File: src/rtl/trace_byte_packer.sv
// Trace word FIFO + byte serialiser: each {tag,payload} word becomes a header-first byte record.
// Optional timestamping is enabled with the TRACE_PACK_TS_EN macro (52-bit entries, 7-byte records).
module trace_byte_packer #(
  parameter int DEPTH      = 16,
  parameter int DEPTH_LOG2 = 4
) (
  input  logic                  clk,
  input  logic                  rst,
  input  logic                  trace_valid,
  input  logic [35:0]           trace_data,
  input  logic                  flush,
  output logic                  out_valid,
  output logic [7:0]            out_data,
  input  logic                  out_ready,
  output logic                  out_last,
  output logic [DEPTH_LOG2:0]   fifo_level,
  output logic                  overflow,
  output logic [15:0]           drop_count
);

`ifdef TRACE_PACK_TS_EN
  localparam int         W       = 52;
  localparam logic [3:0] HDR_NIB = 4'hB;
`else
  localparam int         W       = 36;
  localparam logic [3:0] HDR_NIB = 4'hA;
`endif

  typedef enum logic [2:0] {IDLE, HDR, B0, B1, B2, B3, TS0, TS1} state_t;

  state_t                state_q;
  logic [W-1:0]          mem [DEPTH];
  logic [W-1:0]          hold_q;
  logic [W-1:0]          head;
  logic [W-1:0]          wr_word;
  logic [DEPTH_LOG2-1:0] wr_ptr_q;
  logic [DEPTH_LOG2-1:0] rd_ptr_q;
  logic [DEPTH_LOG2:0]   count_q;
  logic                  out_valid_q;
  logic                  out_last_q;
  logic [7:0]            out_data_q;
  logic                  overflow_q;
  logic [15:0]           drop_q;
  logic                  full, empty, wr_en, drop, fire, rec_end, pop;

`ifdef TRACE_PACK_TS_EN
  logic [15:0] ts_q;

  // Free-running stamp; deliberately untouched by flush.
  always_ff @(posedge clk or posedge rst) begin
    if (rst) ts_q <= '0;
    else     ts_q <= ts_q + 16'd1;
  end

  assign wr_word = {ts_q, trace_data};
  assign rec_end = out_valid_q && out_ready && (state_q == TS1);
`else
  assign wr_word = trace_data;
  assign rec_end = out_valid_q && out_ready && (state_q == B3);
`endif

  // Fullness is judged on the registered count, so a same-cycle pop never frees a slot.
  assign full  = (count_q == (DEPTH_LOG2+1)'(DEPTH));
  assign empty = (count_q == '0);
  assign wr_en = trace_valid && !flush && !full;
  assign drop  = trace_valid && !flush && full;
  assign fire  = out_valid_q && out_ready;
  assign pop   = !flush && !empty && ((state_q == IDLE) || rec_end);
  assign head  = mem[rd_ptr_q];

  always_ff @(posedge clk) begin
    if (wr_en) mem[wr_ptr_q] <= wr_word;
  end

  always_ff @(posedge clk or posedge rst) begin
    if (rst) begin
      state_q     <= IDLE;
      wr_ptr_q    <= '0;
      rd_ptr_q    <= '0;
      count_q     <= '0;
      hold_q      <= '0;
      out_valid_q <= 1'b0;
      out_last_q  <= 1'b0;
      out_data_q  <= '0;
      overflow_q  <= 1'b0;
      drop_q      <= '0;
    end else if (flush) begin
      state_q     <= IDLE;
      wr_ptr_q    <= '0;
      rd_ptr_q    <= '0;
      count_q     <= '0;
      out_valid_q <= 1'b0;
      out_last_q  <= 1'b0;
      out_data_q  <= '0;
      overflow_q  <= 1'b0;
      drop_q      <= '0;
    end else begin
      if (wr_en) wr_ptr_q <= wr_ptr_q + DEPTH_LOG2'(1);
      if (pop)   rd_ptr_q <= rd_ptr_q + DEPTH_LOG2'(1);
      count_q <= count_q + (DEPTH_LOG2+1)'(wr_en) - (DEPTH_LOG2+1)'(pop);

      if (drop) begin
        overflow_q <= 1'b1;
        if (drop_q != 16'hFFFF) drop_q <= drop_q + 16'd1;
      end

      // A pop always starts a fresh record, which keeps back-to-back records gapless.
      if (pop) begin
        hold_q      <= head;
        state_q     <= HDR;
        out_valid_q <= 1'b1;
        out_last_q  <= 1'b0;
        out_data_q  <= {HDR_NIB, head[35:32]};
      end else if (rec_end) begin
        state_q     <= IDLE;
        out_valid_q <= 1'b0;
        out_last_q  <= 1'b0;
      end else if (fire) begin
        case (state_q)
          HDR: begin
            state_q    <= B0;
            out_data_q <= hold_q[7:0];
          end
          B0: begin
            state_q    <= B1;
            out_data_q <= hold_q[15:8];
          end
          B1: begin
            state_q    <= B2;
            out_data_q <= hold_q[23:16];
          end
          B2: begin
            state_q    <= B3;
            out_data_q <= hold_q[31:24];
`ifndef TRACE_PACK_TS_EN
            out_last_q <= 1'b1;
`endif
          end
`ifdef TRACE_PACK_TS_EN
          B3: begin
            state_q    <= TS0;
            out_data_q <= hold_q[43:36];
          end
          TS0: begin
            state_q    <= TS1;
            out_data_q <= hold_q[51:44];
            out_last_q <= 1'b1;
          end
`endif
          default: ;
        endcase
      end
    end
  end

  assign out_valid  = out_valid_q;
  assign out_data   = out_data_q;
  assign out_last   = out_last_q;
  assign fifo_level = count_q;
  assign overflow   = overflow_q;
  assign drop_count = drop_q;

endmodule

File: config.mk
export PLATFORM = sky130hd
export DESIGN_NAME = trace_byte_packer
export DESIGN_NICKNAME = d
export VERILOG_FILES = /design/src/rtl/trace_byte_packer.sv
export SDC_FILE = /design/constraint.sdc
export NUM_CORES = 1
export LEC_CHECK = 0
export CORE_AREA = 3 3 221 223
export CTS_CLUSTER_DIAMETER = 150
export DETAILED_ROUTE_END_ITERATION = 6
export DIE_AREA = 0 0 224 226
export GPL_TIMING_DRIVEN = 0
export MAX_ROUTING_LAYER = met4
export PLACE_DENSITY = 0.8
export SLEW_MARGIN = 15
export SYNTH_ARGS = -nofsm -noshare
export SYNTH_HDL_FRONTEND = slang
export SYNTH_SLANG_ARGS = --single-unit
File: constraint.sdc
create_clock -name clk -period 6.1 [get_ports clk]
set_input_delay 0.61 -clock clk [delete_from_list [all_inputs] [get_ports clk]]
set_output_delay 0.61 -clock clk [all_outputs]
set_load 0.03 [all_outputs]
==> results of run 1 <==
-- per-stage QoR --
stage | hold WS [ps] | std cells
global route | 358 | 2114
floorplan | 482 | 1275
CTS | 315 | 2113
detailed placement | 484 | 1992
global placement | 474 | 1954
finish | 323 | 2115
-- synthesized netlist by cell type (all sizes together), types with 7 or more instances --
master,n
a21oi,22
a22oi,32
buf,44
clkbuf,25
dfrtp,75
edfxtp,576
ha,12
inv,21
mux2,40
mux2i,46
mux4,144
nand2,24
nand3,12
nand4,7
nor2,28
nor2b,10
nor3,11
o21ai,43
o31ai,9
or2,7
or4,9
-- flip-flops by register name, indices dropped and copies added, names as in the netlist --
register,flops
out_valid,1
out_data,8
mem,576
hold_q,32
rd_ptr_q,4
overflow,1
drop_count,16
state_q,3
out_last,1
fifo_level,5
wr_ptr_q,4
-- report_power, final --
part | leakage, nW | switching, W | internal [W] | total (W)
Combinational | 2.45 | 0.000930 | 0.000669 | 0.00160
Clock | 1.04 | 0.00168 | 0.00231 | 0.00399
Sequential | 6.17 | 0.000191 | 0.00507 | 0.00527
Total | 9.65 | 0.00280 | 0.00806 | 0.0109
-- cell type report --
class	instances	area (µm²)	share of cell area
clock inverters	33	318	0.0105
well taps	607	759	0.0252
flip-flops and latches	651	19200	0.636
inverters	21	81.3	0.00270
clock buffers	88	1810	0.0600
multi-input cells	534	6240	0.207
diodes	2	5.00	0.000166
plain buffers	69	364	0.0121
repair buffers	110	1380	0.0459
-- kinds of logic after synthesis --
family,share of synthesized area
AO/OA/AOI/OAI,0.0374
XOR/XNOR,0.00204
adder cells (fa/ha/maj),0.00661
buffers and inverters,0.0172
flip-flops,0.745
multiplexers,0.161
AND/OR/NAND/NOR,0.0306
-- cell usage in the layout (no fill, tap or decap), types with 24 or more instances in the layout --
cell / instances
o21ai_1: 32
nand2_1: 24
clkbuf_16: 68
mux2_2: 40
mux2i_1: 46
dfrtp_1: 75
clkbuf_1: 42
mux4_2: 144
a22oi_1: 32
edfxtp_1: 576
clkdlybuf4s50_1: 72
-- routing by layer --
layer / vias to the layer above / wire length [µm]
li1: 5656 / -
met1: 7174 / 23100
met2: 824 / 30100
met3: 144 / 5930
met4: 0 / 1710
met5: - / 0
-- worst min-delay path by stage --
| stage | from | to | slack (ps) |
|---|---|---|---|
| floorplan | hold_q[10] | hold_q[10] | 480 |
| global placement | overflow | overflow | 470 |
| detailed placement | overflow | overflow | 480 |
| CTS | rst | drop_count[11] | 310 |
| global route | rst | fifo_level[2] | 360 |
| finish | rst | fifo_level[2] | 320 |
-- critical path, stage by stage, from the launching register on --
cell,delay (ps)
dfrtp_1,410
inv_1,90
ha_1,240
or4b_4,550
o211ai_1,190
buf_2,290
inv_1,140
ha_1,290
inv_1,60
ha_1,160
inv_1,60
fa_1,410
nor2b_1,160
o21bai_1,110
a21oi_1,180
nor3b_1,70
==> flow_summary.yaml, run 1 <==
clocking:
  cts-root-buf: "clkbuf_16"
  cts.clk_slew.worst_paths_ps: 60
  cts_tree: "built"
  cts.path.max_buffers: 3
  cts_buffers: 67
  clk_latency_ps: 590
  holdBufCountCts: 0
  post_cts.repair.setup_buffers: 0
  post_cts_resized: 0
  cts_sinks: 651
  h-tree-depth: 3
pwr:
  finalPower_w: 0.0109
  powerDensity_nw_per_um2: 360
  ir_worst_vdd_v: 0.000257
  leakage_nw: 9.65
worst_setup_path:
  end_kind: "register"
  cp.arrival_ps: 4000
  worstSetupPathType: "register to register"
  reg2reg_depth: 15
  crit_start: "fifo_level[3]"
  r2r_slack_ps: 2550
  r2r-start: "fifo_level[3]"
  timing.rr.end: "fifo_level[4]"
  startpoint_type: "register"
  crit_required_ps: 6550
  crit_end: "fifo_level[4]"
  crit_fanout: 10
place:
  io_buffers: 72
  place_area_um2: 28000
  pre_cts_ws_ps: 2240
  place.gp.congestion: 0.901
  hpwl_um: 38800
yosys:
  postSynth.asyncResetShare: 0.115
  synth_fp_nets: 1329
  synth.distinct_cells: 60
  ys_seq_area_frac: 0.745
  synthCells: 1275
  postSynthAreaPerCell_um2: 20.2
  synth.area.top_cells: "edfxtp_1, mux4_2, dfrtp_1, mux2i_1, mux2_2"
  synth_seq_cells: 651
  synth_top_cell_area_share: 0.672
  synthFlopType: "edfxtp_1"
  synth-edff-count: 576
  yosysWarningCount: 0
  syn-cell-area_um2: 25700
  synth_largest_area_cell: "edfxtp_1"
timing:
  max_slew_margin: 0.201
  finalCritPeriodShare: 0.583
  rsz0062_at_grt: "false"
  fmax_mhz: 281
  finalSetupViolCount: 0
  timing.final.crit_period_ps: 3550
  setup_ws_ps: 2550
  fin_skew_ps: 21.4
  drv_slew: 0
  hold_violations: 0
  worst_slew_pin_slew_ps: 1200
  tns_ps: 0
final_layout:
  fillerInstances: 2966
  num-nets-final: 1508
  final_core_util: 0.644
  fin_area_um2: 30100
  area_delta_synth_final_pct: 17.0
  drive_above_1_share: 0.248
global_route:
  met3_usage: 0.0578
  grt_pass1_vias: 14100
  grtUsageTotal: 0.254
  grt_use_met1: 0.335
  grt-ovfl-total: 0
  grt_max_degree: 57
  grt_first_pass_wirelength_um: 91500
  busiest_layer: "met2"
  met2_usage: 0.399
  antenna_found_initial: 1
floorplan:
  coreArea_um2: 46800
  die_h_um: 226
  die_w_um: 224
  io_pins: 73
  start_util: 0.551
  rows: 79
  dieArea_um2: 50600
detailed_routing:
  drt_iter0_markers: 1675
  wire_per_inst_um: 28.7
  drtAntennaViolNets: 0
  vias_per_cell: 6.52
  drt-total-wl_um: 60800
  drtPass1Iterations: 5
  drc: 0
  vias: 13800
job:
  max_cap_viol_count: 0
min_path:
  hold_class: "input pin to asynchronous set/reset pin"
run_status:
  status: "finished, final reports clean"
Power figures use the tool's default switching activity.
==> run 2, diff against run 1 <==
Clock period 6.1 ns to 3.4 ns, I/O delays scaled along.
==> flow_summary.yaml, run 2 (synthesized netlist as in run 1, its figures left out) <==
timing:
  finalCritPeriodShare: 0.959
  setup_ws_ps: 140
  drv_slew: 0
  timing.final.crit_period_ps: 3260
  fmax_mhz: 307
  finalSetupViolCount: 0
  max_slew_margin: 0.270
  worst_slew_pin_slew_ps: 1090
  fin_skew_ps: 18.2
  hold_violations: 0
detailed_routing:
  drt-total-wl_um: 58800
  vias: 13300
  drt_iter0_markers: 1610
  drtAntennaViolNets: 0
  drtPass1Iterations: 7
  drc: 0
  wire_per_inst_um: 28.1
  vias_per_cell: 6.36
worst_setup_path:
  r2r-start: "fifo_level[2]"
  crit_fanout: 4
  r2r_slack_ps: 140
  crit_chain: "inv_2 > ha_4 > or4b_4 > o211ai_1 > buf_4 > inv_1 > ha_1 > inv_1 > ha_1 > inv_1 > fa_1 > nor2b_2 > o21bai_1 > a21oi_2 > nor3b_2"
  cpMostUsedCell: "inv_1"
  slowest_stage: "or4b_4"
  reg2reg_depth: 15
  crit_required_ps: 3870
  startpoint_type: "register"
  crit_start: "fifo_level[2]"
  crit_end: "fifo_level[4]"
  end_kind: "register"
  worstSetupPathType: "register to register"
  max_stage_delay_ps: 520
  cp.arrival_ps: 3730
  timing.rr.end: "fifo_level[4]"
floorplan:
  die_w_um: 224
  coreArea_um2: 46800
  rows: 79
  start_util: 0.551
  die_h_um: 226
  dieArea_um2: 50600
  io_pins: 73
clocking:
  cts.clk_slew.worst_paths_ps: 60
  cts_tree: "built"
  clk_latency_ps: 620
  h-tree-depth: 2
  cts-root-buf: "clkbuf_16"
  cts_sinks: 651
  cts.path.max_buffers: 3
  cts_buffers: 61
final_layout:
  fin_area_um2: 29900
  layout_commonest_cell: "edfxtp_1"
  regArea_um2: 19200
  final_cell_mix: "edfxtp_1, mux4_2, dfrtp_1"
  num-nets-final: 1491
  area_delta_synth_final_pct: 16.2
  largest_register_ffs: 576
  fillerInstances: 3059
  multiInputGateArea_um2: 6290
  drive_above_1_share: 0.243
  regMostFlops: "mem"
place:
  place_area_um2: 27900
  io_buffers: 72
  hpwl_um: 37600
  place.gp.congestion: 0.871
  pre_cts_ws_ps: -95.6
pwr:
  ir_worst_vdd_v: 0.000424
  powerDensity_nw_per_um2: 636
  leakage_nw: 9.49
global_route:
  grt-ovfl-total: 0
  grt_first_pass_wirelength_um: 88800
  grt_max_degree: 39
  antenna_found_initial: 1
  grt_pass1_vias: 13700
  grtUsageTotal: 0.246
run_status:
  status: "finished, final reports clean"
min_path:
  hold_class: "input pin to asynchronous set/reset pin"
job:
  max_cap_viol_count: 0
[run 2: cell count changes in the layout (fill, tap and decap cells not counted), sizes merged]
cell | before | now
diode | 2 | 1
clkbuf | 113 | 115
bufinv | 5 | 4
buf | 82 | 71
clkinv | 21 | 17
inv | 27 | 23
[run 2: what timing repair did]
action,4_1_cts,5_1_grt
endpoints found under the setup margin,1,1
setup buffers,1,0
gates resized for setup,2,6
hold buffers,0,0
cloned,0,0
pin swaps,0,1
[run 2: report_power, final]
part           total, W  switching [W]  internal [W]
clock network   0.00670        0.00284       0.00387
logic           0.00288        0.00164       0.00124
registers       0.00944       0.000332       0.00910
[run 2: layout make-up]
class                   instances  share of cell area
inverters                      21             0.00272
multi-input cells             534               0.210
clock buffers                  90              0.0584
repair buffers                 99              0.0419
clock inverters                24             0.00836
plain buffers                  69              0.0123
well taps                     607              0.0254
flip-flops and latches        651               0.641
diodes                          1           0.0000836
[run 2: layer usage]
layer	part of all wire	GRT usage
met2	0.50	0.394
met5	0	-
met3	0.074	0.0377
met1	0.40	0.334
met4	0.028	0.0780
[run 2: per-stage QoR]
stage                     total power (W)  hold slack [ps]  std cells   util  TNS (ps)
final                              0.0190              120       2096  0.640         0
after global routing               0.0197              163       2096  0.640     -14.6
after CTS                          0.0190              112       2095  0.639         0
after detailed placement           0.0124              489       1980  0.596     -95.6
after global placement             0.0122              475       1954  0.583  -1142150
after floorplan                    0.0113              439       1275      -    -93260
[run 2: worst max-delay path: cells and delay by family (launching register included)]
| family | cells | cell delay, ps |
|---|---|---|
| flip-flops | 1 | 400 |
| buffers and inverters | 5 | 480 |
| AND/OR/NAND/NOR | 3 | 730 |
| AO/OA/AOI/OAI | 3 | 460 |
| adder cells (fa/ha/maj) | 4 | 1040 |
[run 2: worst min-delay path by stage]
stage	from	endpoint	cells past startpoint	slack (ps)
global route	rst	drop_count[11]	2	160
global placement	overflow	overflow	2	480
CTS	rst	drop_count[14]	2	110
floorplan	trace_data[0]	mem[0][0]	0	440
detailed placement	overflow	overflow	2	490
finish	rst	drop_count[11]	2	120
==> run 3, diff against run 2 <==
Settings changed: PLACE_DENSITY 0.8 to 0.73.
Clock period 3.4 ns to 2.8 ns, I/O delays scaled along.
==> flow_summary.yaml, run 3 (synthesized netlist as in run 1, its figures left out) <==
run_status:
  status: "complete, but fails checks"
  violations: "negative setup slack"
global_route:
  grt_first_pass_wirelength_um: 89400
  grtUsageTotal: 0.251
  met3_usage: 0.0517
  antenna_found_initial: 1
  met2_usage: 0.382
  grt-ovfl-total: 0
  busiest_layer: "met2"
  grt_max_degree: 44
  grt_use_met1: 0.338
  grt_pass1_vias: 13700
timing:
  tns_ps: -145
  max_slew_margin: 0.178
  hold_ws_ps: 78.6
  drv_slew: 0
  fin_skew_ps: 17.8
  timing.final.crit_period_ps: 2950
  rsz0062_at_grt: "true"
  finalSetupViolCount: 1
  worst_slew_pin_slew_ps: 1220
  hold_violations: 0
  finalCritPeriodShare: 1.05
  setup_ws_ps: -145
  fmax_mhz: 340
worst_setup_path:
  r2r-start: "fifo_level[2]"
  crit_fanout: 3
  reg2reg_depth: 15
  crit_start: "fifo_level[2]"
  r2r_slack_ps: -150
  end_kind: "register"
  crit_required_ps: 3250
  worstSetupPathType: "register to register"
  cp.arrival_ps: 3390
  timing.rr.end: "fifo_level[4]"
  startpoint_type: "register"
final_layout:
  drive_above_1_share: 0.265
  num-nets-final: 1522
  area_delta_synth_final_pct: 18.7
  final_cell_mix: "edfxtp_1, mux4_2, clkbuf_16, dfrtp_1, clkdlybuf4s50_1"
  layout_commonest_cell: "edfxtp_1"
  largest_register_ffs: 576
  regMostFlops: "mem"
detailed_routing:
  drt-total-wl_um: 59700
  drc: 0
  wire_per_inst_um: 28.1
  drtPass1Iterations: 5
  vias_per_cell: 6.35
  drtAntennaViolNets: 0
  drt_iter0_markers: 1587
  vias: 13500
job:
  max_cap_viol_count: 0
floorplan:
  dieArea_um2: 50600
  die_w_um: 224
  rows: 79
  io_pins: 73
  coreArea_um2: 46800
  die_h_um: 226
  start_util: 0.551
clocking:
  cts.path.max_buffers: 3
  clk_latency_ps: 590
  cts-root-buf: "clkbuf_16"
  h-tree-depth: 3
  cts.clk_slew.worst_paths_ps: 60
  cts_buffers: 67
  cts_tree: "built"
  holdBufCountCts: 0
  cts_sinks: 651
pwr:
  finalPower_w: 0.0240
  clock_power_share: 0.369
  p_comb_frac: 0.153
  power_frac_seq: 0.478
  swShare: 0.250
  powerDensity_nw_per_um2: 785
  leakage_nw: 9.76
  p_sw_w: 0.00600
  p_int_w: 0.0180
  ir_worst_vdd_v: 0.000625
place:
  io_buffers: 72
  pre_cts_ws_ps: -478
  place.gp.congestion: 0.871
  hpwl_um: 38200
min_path:
  hold_class: "input pin to asynchronous set/reset pin"
[run 3: cell types whose count changed in the layout (fill, tap and decap cells not counted), moves of 3 or more]
cell / delta
buf_4: +13
clkbuf_16: +10
buf_12: +7
clkinv_1: +5
clkinv_2: -5
buf_16: +4
inv_1: -3
[run 3: how the worst max path moves through the flow]
stage	endpoint	slack (ps)	depth (start not counted)
floorplan	fifo_level[4]	-50	15
global placement	mem[10][31]	-1350	5
detailed placement	mem[0][16]	-480	7
CTS	fifo_level[4]	-200	15
global route	fifo_level[4]	-220	15
finish	fifo_level[4]	-150	15
[run 3: layer usage]
metal  share of wire  vias up  routed length (µm)
li1                -     5666                   -
met1            0.40     7054               23700
met2            0.48      666               28900
met3           0.083      126                4960
met4           0.036        0                2160
met5               0        -                   0
[run 3: timing repair]
| item | 4_1_cts | 5_1_grt |
|---|---|---|
| endpoints found under the setup margin | 107 | 103 |
| setup buffers | 9 | 12 |
| gates resized for setup | 2 | 9 |
| pin swaps | 6 | 12 |
[run 3: power groups by stage]
stage | Sequential (W) | Combinational (W) | Clock (W)
3_5_place_dp | 0.0116 | 0.00348 | 0
5_1_grt | 0.0115 | 0.00392 | 0.00942
3_3_place_gp | 0.0116 | 0.00330 | 0
2_1_floorplan | 0.0116 | 0.00215 | 0
4_1_cts | 0.0115 | 0.00355 | 0.00898
6_report | 0.0115 | 0.00368 | 0.00884
[run 3: area by class of cell]
type / count / area [µm²]
diodes: 1 / 2.50
plain buffers: 69 / 368
clock buffers: 99 / 1990
clock inverters: 23 / 211
fillers: 3038 / 16200
inverters: 21 / 88.8
multi-input cells: 534 / 6340
flip-flops and latches: 651 / 19200
well taps: 607 / 759
repair buffers: 124 / 1620
[run 3: per-stage QoR]
step | utilization | area (µm²) | std cells
after floorplan | - | 25900 | 1275
after global placement | 0.585 | 27400 | 1954
after detailed placement | 0.600 | 28100 | 1985
after CTS | 0.650 | 30400 | 2116
after global routing | 0.653 | 30600 | 2129
final | 0.653 | 30600 | 2129
[run 3: worst max-delay path, cell delays in order (launching register included)]
cell and delay [ps]:
dfrtp_2 410, inv_2 80, ha_4 140, or4b_4 510, o211ai_1 170, buf_4 200, inv_6 50, ha_4 210
inv_4 50, ha_4 120, inv_2 40, fa_2 380, nor2b_4 160, o21bai_4 70, a21oi_2 160, nor3b_2 60
